File: src/rtl/adma_dm_src_axis.sv
// adma_dm_src_axis: DMA source stage forwarding exactly arlen+1 AXI-Stream beats per queued transaction.
// Define ADMA_SRC_AXIS_TKEEP_CHK_EN to flag accepted beats whose tkeep is not all-ones.
module adma_dm_src_axis #(
  parameter int DMA_CHN_NUM = 4,
  parameter int ATX_LEN_W = 8,
  parameter int ATX_SRC_DATA_W = 256,
  parameter int ATX_SRC_BYTE_AMT = ATX_SRC_DATA_W / 8,
  parameter int ATX_NUM_OSTD = DMA_CHN_NUM,
  localparam int DMA_CHN_NUM_W = (DMA_CHN_NUM > 1) ? $clog2(DMA_CHN_NUM) : 1
) (
  input  logic                        aclk,
  input  logic                        aresetn,
  input  logic [DMA_CHN_NUM_W-1:0]    atx_chn_id,
  input  logic [ATX_LEN_W-1:0]        atx_arlen,
  input  logic                        atx_vld,
  output logic                        atx_rdy,
  input  logic [ATX_SRC_DATA_W-1:0]   s_tdata_i,
  input  logic [ATX_SRC_BYTE_AMT-1:0] s_tkeep_i,
  input  logic                        s_tlast_i,
  input  logic                        s_tvalid_i,
  output logic                        s_tready_o,
  output logic [ATX_SRC_DATA_W-1:0]   atx_rdata,
  output logic                        atx_rdata_last,
  output logic                        atx_rdata_vld,
  input  logic                        atx_rdata_rdy,
  output logic [DMA_CHN_NUM-1:0]      atx_done,
  output logic [DMA_CHN_NUM-1:0]      atx_src_err
);
  localparam int AW = (ATX_NUM_OSTD > 1) ? $clog2(ATX_NUM_OSTD) : 1;
  localparam int CW = $clog2(ATX_NUM_OSTD + 1);
  typedef enum logic [1:0] {IDLE, XFER, PAD, DRAIN} state_t;
  state_t state, state_nxt;
  logic [DMA_CHN_NUM_W-1:0] chn_mem [ATX_NUM_OSTD];
  logic [ATX_LEN_W-1:0] len_mem [ATX_NUM_OSTD];
  logic [AW-1:0] wr_ptr, rd_ptr;
  logic [CW-1:0] fifo_cnt;
  logic push, pop, load, ld_last, err, slot_free, is_end;
  logic [ATX_SRC_DATA_W-1:0] ld_data;
  logic [ATX_LEN_W-1:0] cnt, cnt_nxt, cur_len;
  logic [DMA_CHN_NUM_W-1:0] cur_chn, out_chn;
  function automatic logic [AW-1:0] ptr_inc(input logic [AW-1:0] p);
    return (p == AW'(ATX_NUM_OSTD - 1)) ? '0 : p + 1'b1;
  endfunction
  assign atx_rdy = fifo_cnt != CW'(ATX_NUM_OSTD);
  assign push = atx_vld & atx_rdy;
  assign cur_chn = chn_mem[rd_ptr];
  assign cur_len = len_mem[rd_ptr];
  assign slot_free = ~atx_rdata_vld | atx_rdata_rdy;
  assign is_end = cnt == cur_len;
  // done follows the channel captured with the output beat, not the FIFO head
  assign atx_done = (atx_rdata_vld & atx_rdata_rdy & atx_rdata_last) ? DMA_CHN_NUM'(1) << out_chn : '0;
`ifndef ADMA_SRC_AXIS_TKEEP_CHK_EN
  logic tkeep_unused;
  assign tkeep_unused = ^s_tkeep_i;
`endif
  always_comb begin
    state_nxt = state;
    s_tready_o = 1'b0;
    load = 1'b0;
    ld_data = '0;
    ld_last = 1'b0;
    cnt_nxt = cnt;
    pop = 1'b0;
    err = 1'b0;
    case (state)
      IDLE: state_nxt = (fifo_cnt != '0) ? XFER : IDLE;
      XFER: begin
        s_tready_o = slot_free;
        if (s_tvalid_i & slot_free) begin
          load = 1'b1;
          ld_data = s_tdata_i;
          ld_last = is_end;
          cnt_nxt = is_end ? '0 : cnt + 1'b1;
          pop = is_end;
          if (is_end & s_tlast_i) state_nxt = (fifo_cnt > CW'(1) | push) ? XFER : IDLE;
          else if (is_end | s_tlast_i) begin
            err = 1'b1;
            state_nxt = is_end ? DRAIN : PAD;
          end
`ifdef ADMA_SRC_AXIS_TKEEP_CHK_EN
          if (~&s_tkeep_i) err = 1'b1;
`endif
        end
      end
      PAD: begin
        if (slot_free) begin
          load = 1'b1;
          ld_last = is_end;
          cnt_nxt = is_end ? '0 : cnt + 1'b1;
          pop = is_end;
          state_nxt = is_end ? IDLE : PAD;
        end
      end
      DRAIN: begin
        s_tready_o = 1'b1;
        state_nxt = (s_tvalid_i & s_tlast_i) ? IDLE : DRAIN;
      end
      default: state_nxt = IDLE;
    endcase
  end
  always_ff @(posedge aclk) begin
    if (push) begin
      chn_mem[wr_ptr] <= atx_chn_id;
      len_mem[wr_ptr] <= atx_arlen;
    end
  end
  always_ff @(posedge aclk or negedge aresetn) begin
    if (!aresetn) begin
      state <= IDLE;
      cnt <= '0;
      wr_ptr <= '0;
      rd_ptr <= '0;
      fifo_cnt <= '0;
      atx_rdata_vld <= 1'b0;
      atx_rdata <= '0;
      atx_rdata_last <= 1'b0;
      out_chn <= '0;
      atx_src_err <= '0;
    end else begin
      state <= state_nxt;
      cnt <= cnt_nxt;
      if (push) wr_ptr <= ptr_inc(wr_ptr);
      if (pop) rd_ptr <= ptr_inc(rd_ptr);
      fifo_cnt <= fifo_cnt + CW'(push) - CW'(pop);
      if (slot_free) atx_rdata_vld <= load;
      if (load) begin
        atx_rdata <= ld_data;
        atx_rdata_last <= ld_last;
        out_chn <= cur_chn;
      end
      atx_src_err <= err ? DMA_CHN_NUM'(1) << cur_chn : '0;
    end
  end
endmodule

File: config.mk
export PLATFORM = sky130hd
export DESIGN_NAME = adma_dm_src_axis
export DESIGN_NICKNAME = d
export VERILOG_FILES = /design/src/rtl/adma_dm_src_axis.sv
export SDC_FILE = /design/constraint.sdc
export NUM_CORES = 1
export LEC_CHECK = 0
export ABC_AREA = 1
export CORE_AREA = 3 3 220 222
export DETAILED_ROUTE_END_ITERATION = 10
export DIE_AREA = 0 0 223 225
export PLACE_DENSITY = 0.64
export SETUP_SLACK_MARGIN = 0.3
export SYNTH_ARGS = -nofsm -noshare
export SYNTH_HDL_FRONTEND = slang
export SYNTH_SLANG_ARGS = --single-unit
File: constraint.sdc
create_clock -name aclk -period 2.65 [get_ports aclk]
set_clock_uncertainty 0.2 [all_clocks]
set_input_delay 0.265 -clock aclk [delete_from_list [all_inputs] [get_ports aclk]]
set_output_delay 0.265 -clock aclk [all_outputs]
set_load 0.02 [all_outputs]
# Yosys cells after proc, flatten, opt, wreduce, memory -nomap -nowiden
# Memories as Yosys holds them, arrays and structs flattened.
# Cells that the tools add are included.
[word_totals]
mem_bits_rw = 40
ff_bits = 281
wordCells = 78
memories = 2
out_inout_bits = 268
[classes]
add_sub_neg = 5
reduce_logical = 5
mux = 33
bitwise_logic = 10
eq_ne = 10
shift = 2
magnitude_cmp = 1
[memory_table]
columns = ["name", "depth", "word_bits", "rd", "rd_ports_with_merged_regs", "write_ports", "line", "text"]
rows = [
  ["len_mem", 4, 8, 1, 0, 1, "34", "logic [ATX_LEN_W-1:0] len_mem [ATX_NUM_OSTD];"],
  ["chn_mem", 4, 2, 1, 0, 1, "33", "logic [DMA_CHN_NUM_W-1:0] chn_mem [ATX_NUM_OSTD];"],
]
[ops]
columns = ["cell", "n"]
rows = [
  ["256-bit 2-to-1 mux", 2],
  ["8-bit 2-to-1 mux", 3],
  ["2-bit 2-to-1 mux", 8],
  ["8-bit case mux with 2 select lines", 1],
  ["1-bit 2-to-1 mux", 13],
  ["8-bit by 1-bit adder with 8-bit output (second input constant)", 1],
  ["2-bit equality test (second input constant)", 4],
  ["8-bit equality test", 1],
  ["4-bit 2-to-1 mux", 2],
  ["2-bit case mux with 4 select lines", 1],
  ["1-bit by 2-bit left shift with 4-bit output (first input constant)", 2],
  ["1-bit AND", 6],
  ["3-bit != test (second input constant)", 2],
  ["1-bit case mux with 2 select lines", 3],
  ["3-bit AND reduction", 2],
  ["2-bit by 1-bit adder with 2-bit output (second input constant)", 2],
  ["2-bit != test (second input constant)", 2],
  ["3-bit by 1-bit adder with 3-bit output", 1],
  ["3-bit by 1-bit greater-than comparator with 1-bit output (second input constant)", 1],
  ["1-bit bitwise OR", 3],
  ["3-bit nonzero test", 1],
  ["3-bit by 1-bit subtractor with 3-bit output", 1],
  ["2-bit by 1-bit equality test with 1-bit output (second input constant)", 1],
  ["2-bit zero test", 1],
  ["other kinds (2)", 2],
]

# Depth between registers and ports, before layout
# Gate-level depths: netlist of run 1.
# An unclocked memory read counts as a cell.
[logic_depth]
word_depth = 8
depth_mapped = 20
depth_no_buf = 19

# Worst setup path before layout of run 1
# OpenSTA, ideal clock, no wires.
[synth_timing]
kind = "register -> register"
start = "register rd_ptr[1]"
end = "register fifo_cnt[2]"
stages_incl_launch_ff = 20
required_time_ps = 2328
setup_slack_ps = -36
synth_period_minus_slack_ps = 2686
arrival_time_ps = 2365
path_cell_list = "dfrtp_1 -> buf_6 -> inv_4 -> buf_6 -> nand3_1 -> nand2_1 -> nand2_1 -> nand2_1 -> nand2_1 -> nor2_2 -> nand2_4 -> inv_2 -> nand2_2 -> clkinv_4 -> ha_1 -> inv_1 -> ha_1 -> inv_1 -> fa_1 -> xor2_1"
[synth_between]
elab_chain_len = 5
word_cells_on_any_way = 6
cone_classes = "add/sub (1); eq/ne (1); mux (3); memory (1)"
[synth_rtl]
columns = ["item", "line", "text"]
rows = [
  ["start, declared", "35", "logic [AW-1:0] wr_ptr, rd_ptr;"],
  ["start signal, assigned", "123", "if (pop) rd_ptr <= ptr_inc(rd_ptr);"],
  ["memory 4 x 8 bit (*)", "-", ""],
  ["8-bit equality test (*)", "49", "assign is_end = cnt == cur_len;"],
  ["1-bit 2-to-1 mux, on equally long branches", "-", ""],
  ["1-bit case mux with 2 select lines (*)", "-", ""],
  ["via ld_last", "37", "logic push, pop, load, ld_last, err, slot_free, is_end;"],
  ["3-bit by 1-bit subtractor with 3-bit output (*)", "124", "fifo_cnt <= fifo_cnt + CW'(push) - CW'(pop);"],
  ["end signal, assigned", "124", ""],
  ["end, declared", "36", "logic [CW-1:0] fifo_cnt;"],
]
# Mark *: on every way through the listed nets, which the timed path passes. The rest lies on a longest branch.
# A chain may end at the register's enable or synchronous reset.

# Final worst setup path of run 1
[layout_timing]
start = "register rd_ptr[0]"
end = "register fifo_cnt[1]"
# The elaborated chain is that of the path after synthesis.

==> key figures, run 1 <==
Status
  – Status: finished with violations
  – Violated checks: setup timing

CTS
  – Clock sink count: 321
  – Clock root buffer: clkbuf_16
  – CTS tree: built
  – Clock slew at reported path FFs: about 0.06 ns
  – Clk buf depth: 3
  – Clock Latency Late Sink: 0.53 ns
  – H-tree levels: 2
  – Total CTS buffers: 39

Power and ir drop
  – Leakage: between 0.009 and 0.01 uW
  – PD cells: about 1200 nW/um^2
  – Worst vdd ir: around 0.00085 V

Die
  – Die Area: between 50000 and 60000 sq um
  – Die W: ~220 um
  – Num rows: just under 80
  – Ports: 572
  – Initial Util: 28.32%
  – Core area: roughly 47000 sq um
  – Die height: about 230 um

Global routing
  – First-pass GRT wire length: 69330 um
  – Grt total ovfl: 0
  – Vias in the first global route: between 10000 and 15000
  – Total Routing Usage GR: ~17%
  – Initial antenna violation count: 6
  – Largest net degree at the start of global routing: 121

Critical path
  – Crit path cell chain: clkinv_4, buf_4, nand2_1, nand3_2, nand2_1, nand2_1, nand2_1, nand3_2, nor2_4, nand2_4, inv_4, nand2_4, clkinv_4, ha_4, inv_2, ha_4, inv_2, fa_2, inv_1
  – CP Data Required Time: approximately 2.9 ns
  – Critical path launch point type: flop
  – Critical path peak fanout: 7
  – Setup crit end kind: flop
  – Most used cell, CP: nand2_1
  – Crit path arrival time: between 2 and 3 ns
  – Crit-path max cell delay: just over 0.5 ns
  – Critical path class: flop to flop
  – Critical Path Slowest Stage Cell: fa_2

Yosys
  – Post-synth top flop: dfrtp_1
  – Average size of a mapped cell: 9.118 sq um
  – Cell Area, Synth: ~13000 sq um
  – YS warnings: 0
  – Net Count, Synth: ~1800
  – Sequential-to-total area share from yosys stat: between 60% and 70%
  – Synthesized instance count: 1446
  – Synth Register Bits: between 300 and 400
  – Synth async-reset ratio: between 80% and 90%
  – EDFF count, synth: 40
  – Library cells used by synthesis: 32

Routing
  – # DRC: 0
  – Via density: between 4 and 5
  – Drt total wl: between 40000 and 50000 um
  – DR iter-0 viols: about 860
  – Final ANT Viol Nets: 0
  – DR pass1 iterations: 5
  – Average routed wire per standard cell: 17.30 um
  – Vias: 11913

STA
  – Max-slew violations: 0
  – PnR worst setup slack: -0.02807 ns
  – Final setup viols: 1
  – Worst Tran Pin Value: around 0.57 ns
  – Fin. Hold Viols: 0
  – RSZ-0062 raised after global routing: true
  – Fmax: roughly 370 MHz
  – Slew margin rel.: roughly 62%
  – Fin crit period: ~2.7 ns
  – Final Cycle Share: 101.1%

Cells and area
  – Layout cells sized above 1: 7.921%
  – Area of the multi-input gates: around 4400 sq um
  – Most frequent cells in the layout: nand2_1 (603), clkdlybuf4s50_1 (532), nand3_1 (281)
  – Fin cells: around 2600
  – Commonest non-fill, non-tap cell in the layout: nand2_1
  – Final nets: between 2000 and 2500
  – Synth-to-Final Area Change: 58.94%
  – Fillers: between 4000 and 5000
  – Register Area: 8234 sq um

Place
  – Placed insts: roughly 2500
  – I/O Buffers: 539
  – Setup WS pre-CTS: -0.05799 ns
  – Final GP Congestion: about 0.81
  – HPWL after DPL: ~32000 um

Run
  – Max Cap Viol: 0

Hold path
  – Class of the worst hold path: primary input to flop
## stage by stage
stage	hold WS (ns)	instance area (sq um)	total power [uW]	TNS, ns	utilization [%]
5_1_grt	0.05811	20950	26240	-0.2890	45.01
4_1_cts	0.03797	20830	24620	-0.02230	44.73
3_5_place_dp	0.08799	19550	19310	-0.06355	41.98
3_3_place_gp	0.07844	19550	19150	-0.03152	41.98
2_1_floorplan	-0.2306	13220	13830	0	-
6_report	0.07937	20960	24580	-0.02807	45.01
## report_power, final
group	switching, uW	total (uW)	internal, uW
registers	996	7780	6780
clock network	2070	5070	3000
logic	6940	11700	4790
## state kept, by name, indices dropped and copies added, names as in the netlist
name,flops
atx_rdata,256
len_mem,32
chn_mem,8
cnt,8
atx_src_err,4
fifo_cnt,3
out_chn,2
rd_ptr,2
state,2
wr_ptr,2
atx_rdata_last,1
atx_rdata_vld,1
## area by class of cell
class,instances,share of cell area [%]
flip-flops and latches,321,39.29
repair buffers,597,29.12
multi-input cells,978,21.15
clock buffers,56,5.105
well taps,607,3.624
inverters,55,1.081
clock inverters,13,0.5911
diodes,3,0.03582
## cells by family after synthesis
logic type / Yosys count / synth area share (%)
simple gates: 938 / 29.92
flops: 321 / 62.44
buf+inv: 147 / 4.954
compound gates: 23 / 1.044
fa+ha+maj: 16 / 1.575
xor+xnor: 1 / 0.06644
## worst max-delay path, delay by kind of cell, from the launching register on
kind	cells	cell delay, ns
DFF	1	0.41
and+or+nand+nor	9	0.67
adders and majority gates	3	0.81
buffers and inverters	7	0.48
## layer usage
| layer | up-vias | part of all wire [%] | track usage (%) |
|---|---|---|---|
| met5 | - | 0.051 | 0 |
| met4 | 4 | 2.3 | 5.148 |
| met3 | 64 | 9.1 | 6.656 |
| met2 | 416 | 50 | 29.23 |
| met1 | 5699 | 39 | 20.65 |
| li1 | 5730 | - | - |
## synth_stat cells (2+ instances only)
master,n,area (sq um)
nand2_1,608,2282
nand3_1,291,1456
dfrtp_1,281,7032
clkbuf_1,52,195.2
inv_1,48,180.2
edfxtp_1,40,1201
nor2_1,20,75.07
buf_2,15,75.07
ha_1,15,187.7
buf_4,12,90.09
buf_1,9,33.78
o21ai_0,9,45.04
a21oi_1,7,35.03
inv_2,5,18.77
buf_6,4,45.04
nand3b_1,4,30.03
nor3_1,4,20.02
nand2_2,3,18.77
nor2_2,3,18.77
a32oi_1,2,17.52
nand4_1,2,12.51
o21ai_2,2,17.52
## path summary, 6_finish.rpt
| kind | startpoint | to | slack [ns] | depth (start not counted) |
|---|---|---|---|---|
| max in group asynchronous | aresetn | atx_rdata[24]$_DFFE_PN0P_ | 1.29 | 3 |
| setup / recovery | rd_ptr[0]$_DFFE_PN0P_ | fifo_cnt[1]$_DFF_PN0_ | -0.03 | 19 |
| hold reg to reg | atx_rdata[54]$_DFFE_PN0P_ | atx_rdata[54]$_DFFE_PN0P_ | 0.27 | 2 |
| min in group asynchronous | aresetn | atx_rdata[228]$_DFFE_PN0P_ | 0.10 | 2 |
| setup reg to reg | rd_ptr[0]$_DFFE_PN0P_ | fifo_cnt[1]$_DFF_PN0_ | -0.03 | 19 |
| hold / removal | s_tdata_i[251] | atx_rdata[251]$_DFFE_PN0P_ | 0.08 | 3 |
## repair_timing
item	CTS	global route
setup buffers	5	4
hold endpoints to repair	127	0
hold buffers	1	0
pin swaps	5	3
gates resized for setup	24	20
endpoints found under the setup margin	10	228
cloned	0	1
(Power assumes the default switching activity.)
==> run 2, diff against run 1 <==
--- a/config.mk
+++ b/config.mk
@@ -5,11 +5,10 @@
 export SDC_FILE = /design/constraint.sdc
 export NUM_CORES = 1
 export LEC_CHECK = 0
-export ABC_AREA = 1
-export CORE_AREA = 3 3 220 222
+export CORE_AREA = 3 3 219 221
 export DETAILED_ROUTE_END_ITERATION = 10
-export DIE_AREA = 0 0 223 225
-export PLACE_DENSITY = 0.64
+export DIE_AREA = 0 0 222 224
+export PLACE_DENSITY = 0.62
 export SETUP_SLACK_MARGIN = 0.3
 export SYNTH_ARGS = -nofsm -noshare
 export SYNTH_HDL_FRONTEND = slang
==> run 2 against run 1 <==
Net effect: global-route usage down 2.0 points; worst hold slack better by 0.011 ns; worst setup slack worse by 0.35 ns; area after synthesis down 9.8%; count of clock-buffer cells in the layout down 4; design area down 4.8%; maximum frequency down 12%; utilization down 2.0 points; die area down 0.89%; the flow still finishes with violations (setup timing); total power down 6.6%; register-to-register slack worse by 0.35 ns.
==> key figures, run 2 <==
Cells and area
  – Synth-to-Final Area Change: 67.66%
  – Design Area, Final: approximately 20000 sq um
  – Largest reg by FF count: atx_rdata
  – Final nets: roughly 1700
  – Most frequent cells in the layout: clkdlybuf4s50_1 (532), dfrtp_1 (281), a22o_1 (256)
  – Commonest non-fill, non-tap cell in the layout: clkdlybuf4s50_1
  – Layout cells sized above 1: between 10 and 15%
  – Biggest regs: atx_rdata x256, len_mem x32
  – Largest register FFs: 256
  – Layout Utilization: between 40% and 50%

Routing
  – DR iter-0 viols: 508
  – Via density: about 4.6
  – Drt total wl: ~39000 um
  – # DRC: 0
  – Final ANT Viol Nets: 0
  – Vias: around 9200
  – Average routed wire per standard cell: around 20 um
  – DR pass1 iterations: 4

Global routing
  – Total Routing Usage GR: about 15%
  – Initial antenna violation count: 5
  – Grt total ovfl: 0
  – Vias in the first global route: just under 10000
  – First-pass GRT wire length: 59840 um
  – Largest net degree at the start of global routing: 64

Yosys
  – Net Count, Synth: between 1000 and 1500
  – Cell Area, Synth: between 10000 and 15000 sq um
  – YS warnings: 0
  – Post-synth top flop: dfrtp_1
  – Synthesized instance count: roughly 780
  – Synth area leaders: dfrtp_1 (59%), a22o_1 (19%), edfxtp_1 (10%), clkbuf_1 (1.9%), ha_1 (1.6%)
  – Most common cell in the netlist: dfrtp_1
  – Sequential-to-total area share from yosys stat: slightly below 70%
  – Library cells used by synthesis: 43
  – Yosys top cell by area: dfrtp_1
  – Synth top area share: about three fifths
  – EDFF count, synth: 40
  – Top cells by count, synth: dfrtp_1 (281), a22o_1 (256), clkbuf_1 (60), edfxtp_1 (40), nand2_1 (17)
  – Average size of a mapped cell: roughly 15 sq um
  – Synth async-reset ratio: between 80% and 90%
  – Synth Register Bits: around 320

Die
  – Ports: around 570
  – Die height: roughly 220 um
  – Core area: 46360 sq um
  – Num rows: 79
  – Initial Util: 25.66%
  – Die Area: approximately 50000 sq um
  – Die W: around 220 um

Place
  – I/O Buffers: ~540
  – Placed inst area: between 15000 and 20000 sq um
  – Final GP Congestion: 0.8060
  – HPWL after DPL: ~29000 um
  – Setup WS pre-CTS: -0.4607 ns

Power and ir drop
  – Leakage: 0.008514 uW
  – Worst vdd ir: ~0.00058 V
  – PD cells: 1151 nW/um^2

CTS
  – Clk buf depth: 3
  – H-tree levels: 2
  – Clock Latency Late Sink: between 0.5 and 0.6 ns
  – Clock slew at reported path FFs: 0.06 ns
  – Total CTS buffers: 37
  – Clock sink count: 321
  – CTS tree: built
  – Clock root buffer: clkbuf_16

Critical path
  – Crit path arrival time: 3.26 ns
  – CP Launch Point: rd_ptr[0]$_DFFE_PN0P_
  – CP top delay family: adder cells
  – CP Data Required Time: between 2 and 3 ns
  – Setup crit end kind: flop
  – CP bufs+invs: 4
  – Crit path cell chain: buf_12, mux4_2, xnor2_2, nand4_2, nor4_4, ha_1, inv_1, ha_1, inv_1, fa_2, inv_1
  – Critical path peak fanout: 9
  – Reg2reg start: rd_ptr[0]$_DFFE_PN0P_
  – Critical path class: flop to flop
  – Crit-path max cell delay: about 0.54 ns
  – Most used cell, CP: inv_1
  – Critical Path Slowest Stage Cell: mux4_2
  – Critical path launch point type: flop

STA
  – Fin crit period: between 3 and 4 ns
  – Setup TNS: -1.333 ns
  – Final setup viols: 7
  – Fin Hold WS: ~0.09 ns
  – Max-slew violations: 0
  – Fin. Hold Viols: 0
  – Slew margin rel.: 62.13%
  – PnR worst setup slack: -0.3818 ns
  – Final Cycle Share: 114.4%
  – Fmax: 329.8 MHz
  – RSZ-0062 raised after global routing: true
  – Worst Tran Pin Value: between 0.5 and 0.6 ns

Status
  – Status: finished with violations
  – Violated checks: setup timing

Run
  – Max Cap Viol: 0

Hold path
  – Class of the worst hold path: primary input to async pin
==> run 2: cell types whose count changed after synthesis, sizes merged, moves of 7 or more <==
cell,before,now
and3,0,7
clkbuf,52,60
inv,54,14
nor2,24,8
nand2,612,17
buf,40,1
xnor2,0,10
mux4,0,10
a22o,0,256
nand3,291,5
mux2,0,7
==> run 2: area by class of cell <==
| type | count | area [sq um] |
|---|---|---|
| well taps | 607 | 759.5 |
| inverters | 14 | 52.55 |
| clock inverters | 14 | 211.5 |
| multi-input cells | 385 | 3500 |
| clock buffers | 52 | 1104 |
| flip-flops and latches | 321 | 8233 |
| repair buffers | 600 | 6078 |
| fillers | 4256 | 26410 |
| diodes | 4 | 10.01 |
==> run 2: path summary, 6_finish.rpt <==
path	endpoint	slack (ns)	cells past startpoint
worst min-delay path	atx_rdata[224]$_DFFE_PN0P_	0.09	2
max in group asynchronous	atx_rdata[81]$_DFFE_PN0P_	1.34	3
worst max-delay path	fifo_cnt[1]$_DFF_PN0_	-0.38	11
worst min register to register	atx_rdata[92]$_DFFE_PN0P_	0.30	1
min in group aclk	atx_rdata[83]$_DFFE_PN0P_	0.13	2
worst max register to register	fifo_cnt[1]$_DFF_PN0_	-0.38	11
==> run 2: cell families (layout without fill, tap and decap cells) <==
logic type      count (synthesis)  after routing  share of synthesized area, %
fa+ha+maj                      16             16                         1.746
flops                         321            321                         69.20
buf+inv                        75            680                         2.429
simple gates                   58             58                         2.734
compound gates                281            281                         20.13
other cells                     0              4                             0
xor+xnor                       13             13                         1.083
mux                            17             17                         2.682
==> run 2: repair_timing <==
action,in CTS,in global routing
pin swaps,5,1
buffers inserted,3,0
gates resized for setup,17,10
endpoints found under the hold margin,227,0
hold buffers,1,0
endpoints found under the setup margin,17,238
==> run 2: power by group <==
part / total (uW) / switching, uW / leakage [uW] / internal [uW]
sequential: 7630 / 965 / 0.00403 / 6660
combinational: 9930 / 4840 / 0.00384 / 5090
clock: 5400 / 2010 / 0.000648 / 3390
==> run 2: per-layer routing <==
layer / GRT usage [%] / up-vias / routed length, um
met5: 0 / - / 13
met4: 4.685 / 2 / 827
met3: 4.534 / 52 / 2890
met2: 25.40 / 390 / 19450
met1: 19.42 / 4579 / 16220
li1: - / 4171 / -
==> run 2: metrics by stage <==
step	power, uW	std cells
4_1_cts	23250	1993
5_1_grt	24190	1997
6_report	22960	1997
3_3_place_gp	17430	1923
3_5_place_dp	17570	1923
2_1_floorplan	12570	781
